$ cat src/rtl/vga_bar_decoder.sv
// Receive-side VGA monitor: recovers pixel position from sync edges, tracks timing lock, decodes 16 bar heights.
// Heights latch one cycle after the vsync-qualified hsync edge; bar_height has 1-cycle read latency; no backpressure.
module vga_bar_decoder #(
    parameter int          H_SYNC      = 96,
    parameter int          H_BP        = 48,
    parameter int          H_DISPLAY   = 640,
    parameter int          H_TOTAL     = 800,
    parameter int          V_SYNC      = 2,
    parameter int          V_BP        = 33,
    parameter int          V_DISPLAY   = 480,
    parameter int          V_TOTAL     = 525,
    parameter int          BAR_WIDTH   = 40,
    parameter logic [11:0] BAR_COLOUR  = 12'hC00,
    parameter int          LOCK_FRAMES = 2
) (
    input  logic       clk,
    input  logic       reset,
    input  logic       hsync_in,
    input  logic       vsync_in,
    input  logic [3:0] r_in,
    input  logic [3:0] g_in,
    input  logic [3:0] b_in,
    input  logic [3:0] bar_sel,
    output logic [9:0] bar_height,
    output logic       frame_valid,
    output logic       locked,
    output logic [7:0] error_count
);
    localparam logic [9:0] X0  = 10'(H_SYNC + H_BP);
    localparam logic [9:0] X1  = 10'(H_SYNC + H_BP + H_DISPLAY);
    localparam logic [9:0] Y0  = 10'(V_SYNC + V_BP);
    localparam logic [9:0] Y1  = 10'(V_SYNC + V_BP + V_DISPLAY);
    localparam logic [9:0] HT  = 10'(H_TOTAL);
    localparam logic [9:0] VT  = 10'(V_TOTAL);
    localparam logic [9:0] VD  = 10'(V_DISPLAY);
    localparam logic [9:0] BW1 = 10'(BAR_WIDTH - 1);
    localparam logic [3:0] LF  = 4'(LOCK_FRAMES);
    localparam logic [9:0] CNT_MAX = 10'h3FF;

    typedef enum logic [1:0] {UNLOCKED, ACQUIRE, LOCKED} state_t;

    logic        hs_q, hs_d_q, vs_q, vs_line_q;
    logic [11:0] rgb_q;
    logic [9:0]  h_cnt_q, h_cnt_d, v_cnt_q, v_cnt_d;
    logic [3:0]  col_q, col_d;
    logic [9:0]  intra_q, intra_d;
    logic        line_armed_q, frame_armed_q;
    state_t      state_q, state_d;
    logic [3:0]  good_q, good_d;
    logic [7:0]  err_q, err_d;
    logic [8:0]  err_sum;
    logic        frame_valid_q;
    logic [9:0]  bar_height_q;
    logic [9:0]  min_row_q [16];
    logic [9:0]  height_q  [16];

    logic       hs_fall, frame_end, line_viol, frame_viol, latch, active, lit;
    logic [9:0] y_pos;

    // h_cnt_d is the horizontal position of the sample currently held in rgb_q
    always_comb begin
        hs_fall   = hs_d_q & ~hs_q;
        frame_end = hs_fall & ~vs_q & vs_line_q;

        h_cnt_d = hs_fall ? 10'd0 : ((h_cnt_q == CNT_MAX) ? h_cnt_q : h_cnt_q + 10'd1);
        if (frame_end)
            v_cnt_d = 10'd0;
        else if (hs_fall && v_cnt_q != CNT_MAX)
            v_cnt_d = v_cnt_q + 10'd1;
        else
            v_cnt_d = v_cnt_q;

        // A saturated counter reports once on arrival, not again at the next edge
        line_viol  = line_armed_q &
                     ((hs_fall & (h_cnt_q != CNT_MAX) & (h_cnt_q + 10'd1 != HT)) |
                      (~hs_fall & (h_cnt_q == CNT_MAX - 10'd1)));
        frame_viol = frame_armed_q &
                     ((frame_end & (v_cnt_q != CNT_MAX) & (v_cnt_q + 10'd1 != VT)) |
                      (hs_fall & ~frame_end & (v_cnt_q == CNT_MAX - 10'd1)));

        if (h_cnt_d == X0) begin
            col_d   = 4'd0;
            intra_d = 10'd0;
        end else if (intra_q == BW1) begin
            col_d   = col_q + 4'd1;
            intra_d = 10'd0;
        end else begin
            col_d   = col_q;
            intra_d = intra_q + 10'd1;
        end

        y_pos  = v_cnt_q - Y0;
        active = (h_cnt_d >= X0) && (h_cnt_d < X1) && (v_cnt_q >= Y0) && (v_cnt_q < Y1);
        lit    = active && (rgb_q == BAR_COLOUR);

        err_sum = {1'b0, err_q} + {8'd0, line_viol} + {8'd0, frame_viol};
        err_d   = err_sum[8] ? 8'hFF : err_sum[7:0];
    end

    always_comb begin
        state_d = state_q;
        good_d  = good_q;
        latch   = 1'b0;
        case (state_q)
            UNLOCKED: begin
                if (frame_end) begin
                    state_d = ACQUIRE;
                    good_d  = 4'd0;
                end
            end
            ACQUIRE: begin
                if (line_viol || frame_viol) begin
                    state_d = UNLOCKED;
                end else if (frame_end) begin
                    if (good_q + 4'd1 == LF) begin
                        state_d = LOCKED;
                        latch   = 1'b1;
                    end else begin
                        good_d = good_q + 4'd1;
                    end
                end
            end
            LOCKED: begin
                if (line_viol || frame_viol)
                    state_d = UNLOCKED;
                else if (frame_end)
                    latch = 1'b1;
            end
            default: state_d = UNLOCKED;
        endcase
    end

    always_ff @(posedge clk) begin
        if (reset) begin
            hs_q          <= 1'b1;
            hs_d_q        <= 1'b1;
            vs_q          <= 1'b1;
            vs_line_q     <= 1'b1;
            rgb_q         <= 12'd0;
            h_cnt_q       <= 10'd0;
            v_cnt_q       <= 10'd0;
            col_q         <= 4'd0;
            intra_q       <= 10'd0;
            line_armed_q  <= 1'b0;
            frame_armed_q <= 1'b0;
            state_q       <= UNLOCKED;
            good_q        <= 4'd0;
            err_q         <= 8'd0;
            frame_valid_q <= 1'b0;
            bar_height_q  <= 10'd0;
            for (int k = 0; k < 16; k++) begin
                min_row_q[k] <= VD;
                height_q[k]  <= 10'd0;
            end
        end else begin
            hs_q          <= hsync_in;
            hs_d_q        <= hs_q;
            vs_q          <= vsync_in;
            rgb_q         <= {r_in, g_in, b_in};
            h_cnt_q       <= h_cnt_d;
            v_cnt_q       <= v_cnt_d;
            col_q         <= col_d;
            intra_q       <= intra_d;
            state_q       <= state_d;
            good_q        <= good_d;
            err_q         <= err_d;
            frame_valid_q <= latch;
            bar_height_q  <= height_q[bar_sel];
            if (hs_fall) begin
                vs_line_q    <= vs_q;
                line_armed_q <= 1'b1;
            end
            if (frame_end)
                frame_armed_q <= 1'b1;
            if (frame_end) begin
                for (int k = 0; k < 16; k++)
                    min_row_q[k] <= VD;
            end else if (lit && (y_pos < min_row_q[col_d])) begin
                min_row_q[col_d] <= y_pos;
            end
            if (latch) begin
                for (int k = 0; k < 16; k++)
                    height_q[k] <= VD - min_row_q[k];
            end
        end
    end

    assign bar_height  = bar_height_q;
    assign frame_valid = frame_valid_q;
    assign locked      = (state_q == LOCKED);
    assign error_count = err_q;
endmodule

$ cat config.mk
export PLATFORM = sky130hd
export DESIGN_NAME = vga_bar_decoder
export DESIGN_NICKNAME = d
export VERILOG_FILES = /design/src/rtl/vga_bar_decoder.sv
export SDC_FILE = /design/constraint.sdc
export NUM_CORES = 1
export LEC_CHECK = 0
export CORE_MARGIN = 2
export CORE_UTILIZATION = 30
export CTS_BUF_LIST = sky130_fd_sc_hd__clkbuf_8
export DETAILED_ROUTE_END_ITERATION = 8
export GPL_TIMING_DRIVEN = 0
export PLACE_DENSITY = 0.42
export SETUP_SLACK_MARGIN = 0.5
export SYNTH_ARGS = -nofsm -noshare
export SYNTH_HDL_FRONTEND = slang
export SYNTH_SLANG_ARGS = --single-unit
$ cat constraint.sdc
create_clock -name clk -period 14.1 [get_ports clk]
set_clock_uncertainty 0.15 [all_clocks]
set_input_delay 1.41 -clock clk [delete_from_list [all_inputs] [get_ports clk]]
set_output_delay 1.41 -clock clk [all_outputs]
set_load 0.005 [all_outputs]
==> results.tsv <==
metric	value	unit
synth top area cells	edfxtp_1 46%, dfxtp_1 7.3%, mux4_2 5.8%	
Netlist cell types	93	
routability congestion estimate	0.981	
Reg-to-Reg Start	intra_q[0]	
Placed Instance Area	22800	µm²
Crit Path Class	reg -> reg	
Final period util	0.564	
hold wc startpoint	vs_line_q	
total core area	69700	µm²
Static Leak	8.46	nW
VDD IR max	0.0607	mV
Avg WL per Cell	27.1	µm
WHS Endpoint	vs_line_q	
Crit Path Max Fanout	10	
final worst slack	6.15	ns
Synth Cell Area	21000	µm²
FF-to-FF End	min_row_q[12][7]	
Hold/Removal Path Class	reg -> reg	
std cell rows	97	
Post-Route WL	82.5	mm
initial antenna violation count	1	
Mapped Avg Cell Area	11.0	µm²
post-DP HPWL	63.9	mm
status	finished clean	
final instance area	24300	µm²
Fmax	126	MHz
Port Buffers	35	
CTS Hold Bufs	0	
Slew Viols, Final	0	
Mapped Cells	1918	
clock insertion delay at the later pin of the skew report	0.68	ns
syn nets	1977	
Final #Nets	2108	
Synth Flop Type	edfxtp_1	
setup slack, reg-to-reg	6.15	ns
Slew HR	0.105	
Worst EP arrival	8.17	ns
setup bufs post-CTS	0	
hold path depth	2	
Die ar.	72200	µm²
worst slack, placed	6.26	ns
Post-synth EDFFs	320	
post-cts sizing count	0	
Tightest Pin Transition	1.33	ns
PwrDens	112	nW/µm²
sequential share of the synthesized area	0.531	
Final setup violation count	0	
area share of the largest cell type after synthesis	0.457	
chip height	269	µm
CTS Buffer Depth	3	
I/O pin total	40	
Root Driver	clkbuf_8	
crit end category	register	
Max-cap violations	0	
TritonCTS Buffers	76	
clock sinks	397	
first drt pass iteration count	6	
Hold Fails Final Rpt	0	
vias per cell	5.37	
vias	16400	
first-pass GRT wire length	116	mm
FF+latch count, synth	397	
largest net degree at the start of global routing	32	
synth-to-layout area growth	15.8	%
min Tclk post-route	7.95	ns
CTS tree	yes	
R2R depth	21	
clock transition at the registers of the reported paths	0.06	ns
Initial Utilization	0.302	
Synth warnings	0	
startpoint types	register	
aggregate global routing overflow	0	
asr flop ratio synth	0	
drt drc	0	
H-tree level count	3	
layout cells sized above 1	0.128	
vias in the first global route	15900	
gr usage total	0.229	
post-route ant nets	0	
die width	269	µm
Synth area leader	edfxtp_1	
RSZ-0062 raised after global routing	no	
CP Data Required Time	14.32	ns
setup TNS	0	ns
DRT iter0 DRCs	1908	
## worst max-delay path, cell delays in order, from the launching register on
cell       delay [ns]
dfxtp_1          0.36
ha_1             0.30
and4bb_1         0.27
nand3_1          0.11
buf_2            0.26
clkbuf_1         0.55
o22ai_1          0.47
clkbuf_1         0.53
a221oi_1         0.55
nor3_1           0.09
a221o_1          0.32
a2111oi_1        0.65
ha_1             0.39
nand4_1          0.14
nor3_1           0.11
a2111oi_0        0.43
o2111a_2         0.42
o21ai_2          0.12
buf_2            0.27
buf_6            0.21
o31ai_1          0.66
buf_4            0.28
## final cells by class
class	instances	area (µm²)
well taps	940	1180
repair buffers	53	552
diodes	1	2.50
multi-input cells	1340	9080
clock buffers	85	1170
clock inverters	51	345
plain buffers	129	659
fillers	7110	45300
flip-flops and latches	397	11200
inverters	52	195
## worst max-delay path by stage
| stage | start | to | slack, ns | cells after the start |
|---|---|---|---|---|
| global placement | h_cnt_q[1] | height_q[1][9] | 0.13 | 9 |
| global route | intra_q[0] | min_row_q[4][1] | 5.67 | 22 |
| detailed placement | intra_q[0] | min_row_q[4][9] | 6.26 | 20 |
| finish | intra_q[0] | min_row_q[12][7] | 6.15 | 21 |
| CTS | intra_q[0] | min_row_q[4][1] | 6.16 | 20 |
| floorplan | h_cnt_q[1] | height_q[0][0] | 4.30 | 9 |
## stage by stage
stage | utilization | instances | hold slack, ns | total power [mW]
detailed placement | 0.327 | 2911 | 0.334 | 1.57
global placement | 0.324 | 2893 | 0.315 | 1.57
floorplan | - | 1918 | 0.299 | 1.48
global route | 0.349 | 3048 | 0.372 | 2.81
finish | 0.349 | 3048 | 0.339 | 2.71
CTS | 0.349 | 3047 | 0.342 | 2.75
## cells by family after synthesis
family / Yosys count / share of synthesized area
flops: 397 / 0.531
xor+xnor: 151 / 0.0629
compound gates: 227 / 0.0782
buf+inv: 181 / 0.0407
mux: 66 / 0.0636
fa+ha+maj: 39 / 0.0236
simple gates: 857 / 0.201
## cells in the mapped netlist (45+ instances only)
cell      instances
nor2_1          300
edfxtp_1        320
xor2_1           76
clkbuf_1         60
or3_1            48
nor4_1           45
nand2_1         131
nand3_1          81
dfxtp_1          77
mux4_2           54
inv_1            51
xnor2_1          75
nor3_1           60
## power by group
| part | switching [mW] | total (mW) | internal, mW | leakage, nW |
|---|---|---|---|---|
| combinational | 0.113 | 0.192 | 0.0791 | 3.86 |
| sequential | 0.0403 | 1.35 | 1.31 | 3.73 |
| clock | 0.526 | 1.17 | 0.643 | 0.866 |
| total | 0.680 | 2.71 | 2.03 | 8.46 |
## sequential cells by signal (all words and copies together) (netlist names)
register	cells
bar_height	10
col_q	4
error_count	8
frame_armed_q	1
frame_valid	1
good_q	4
h_cnt_q	10
height_q	160
hs_d_q	1
hs_q	1
intra_q	10
line_armed_q	1
min_row_q	160
rgb_q	12
state_q	2
v_cnt_q	10
vs_line_q	1
vs_q	1
## cells in the final DEF, fill, tap and decap left out, types with 36 or more instances in the layout
cell and instances:
nand3_1 81, nand4_1 44, or3_1 48, xor2_1 76
inv_1 76, and3_1 37, dfxtp_1 77, nor2_1 300
edfxtp_1 320, nand2_1 131, nor3_1 60, ha_1 38
nor4_1 45, o22ai_1 36, mux4_2 54, clkbuf_8 85
clkbuf_1 60, xnor2_1 75
## routing by layer
layer	vias up	global-route usage	wire, µm
met2	694	0.378	39200
li1	7398	-	-
met3	151	0.0532	5780
met1	8138	0.297	34800
met4	0	0.0781	2760
met5	-	0	0
Power figures use the tool's default switching activity.
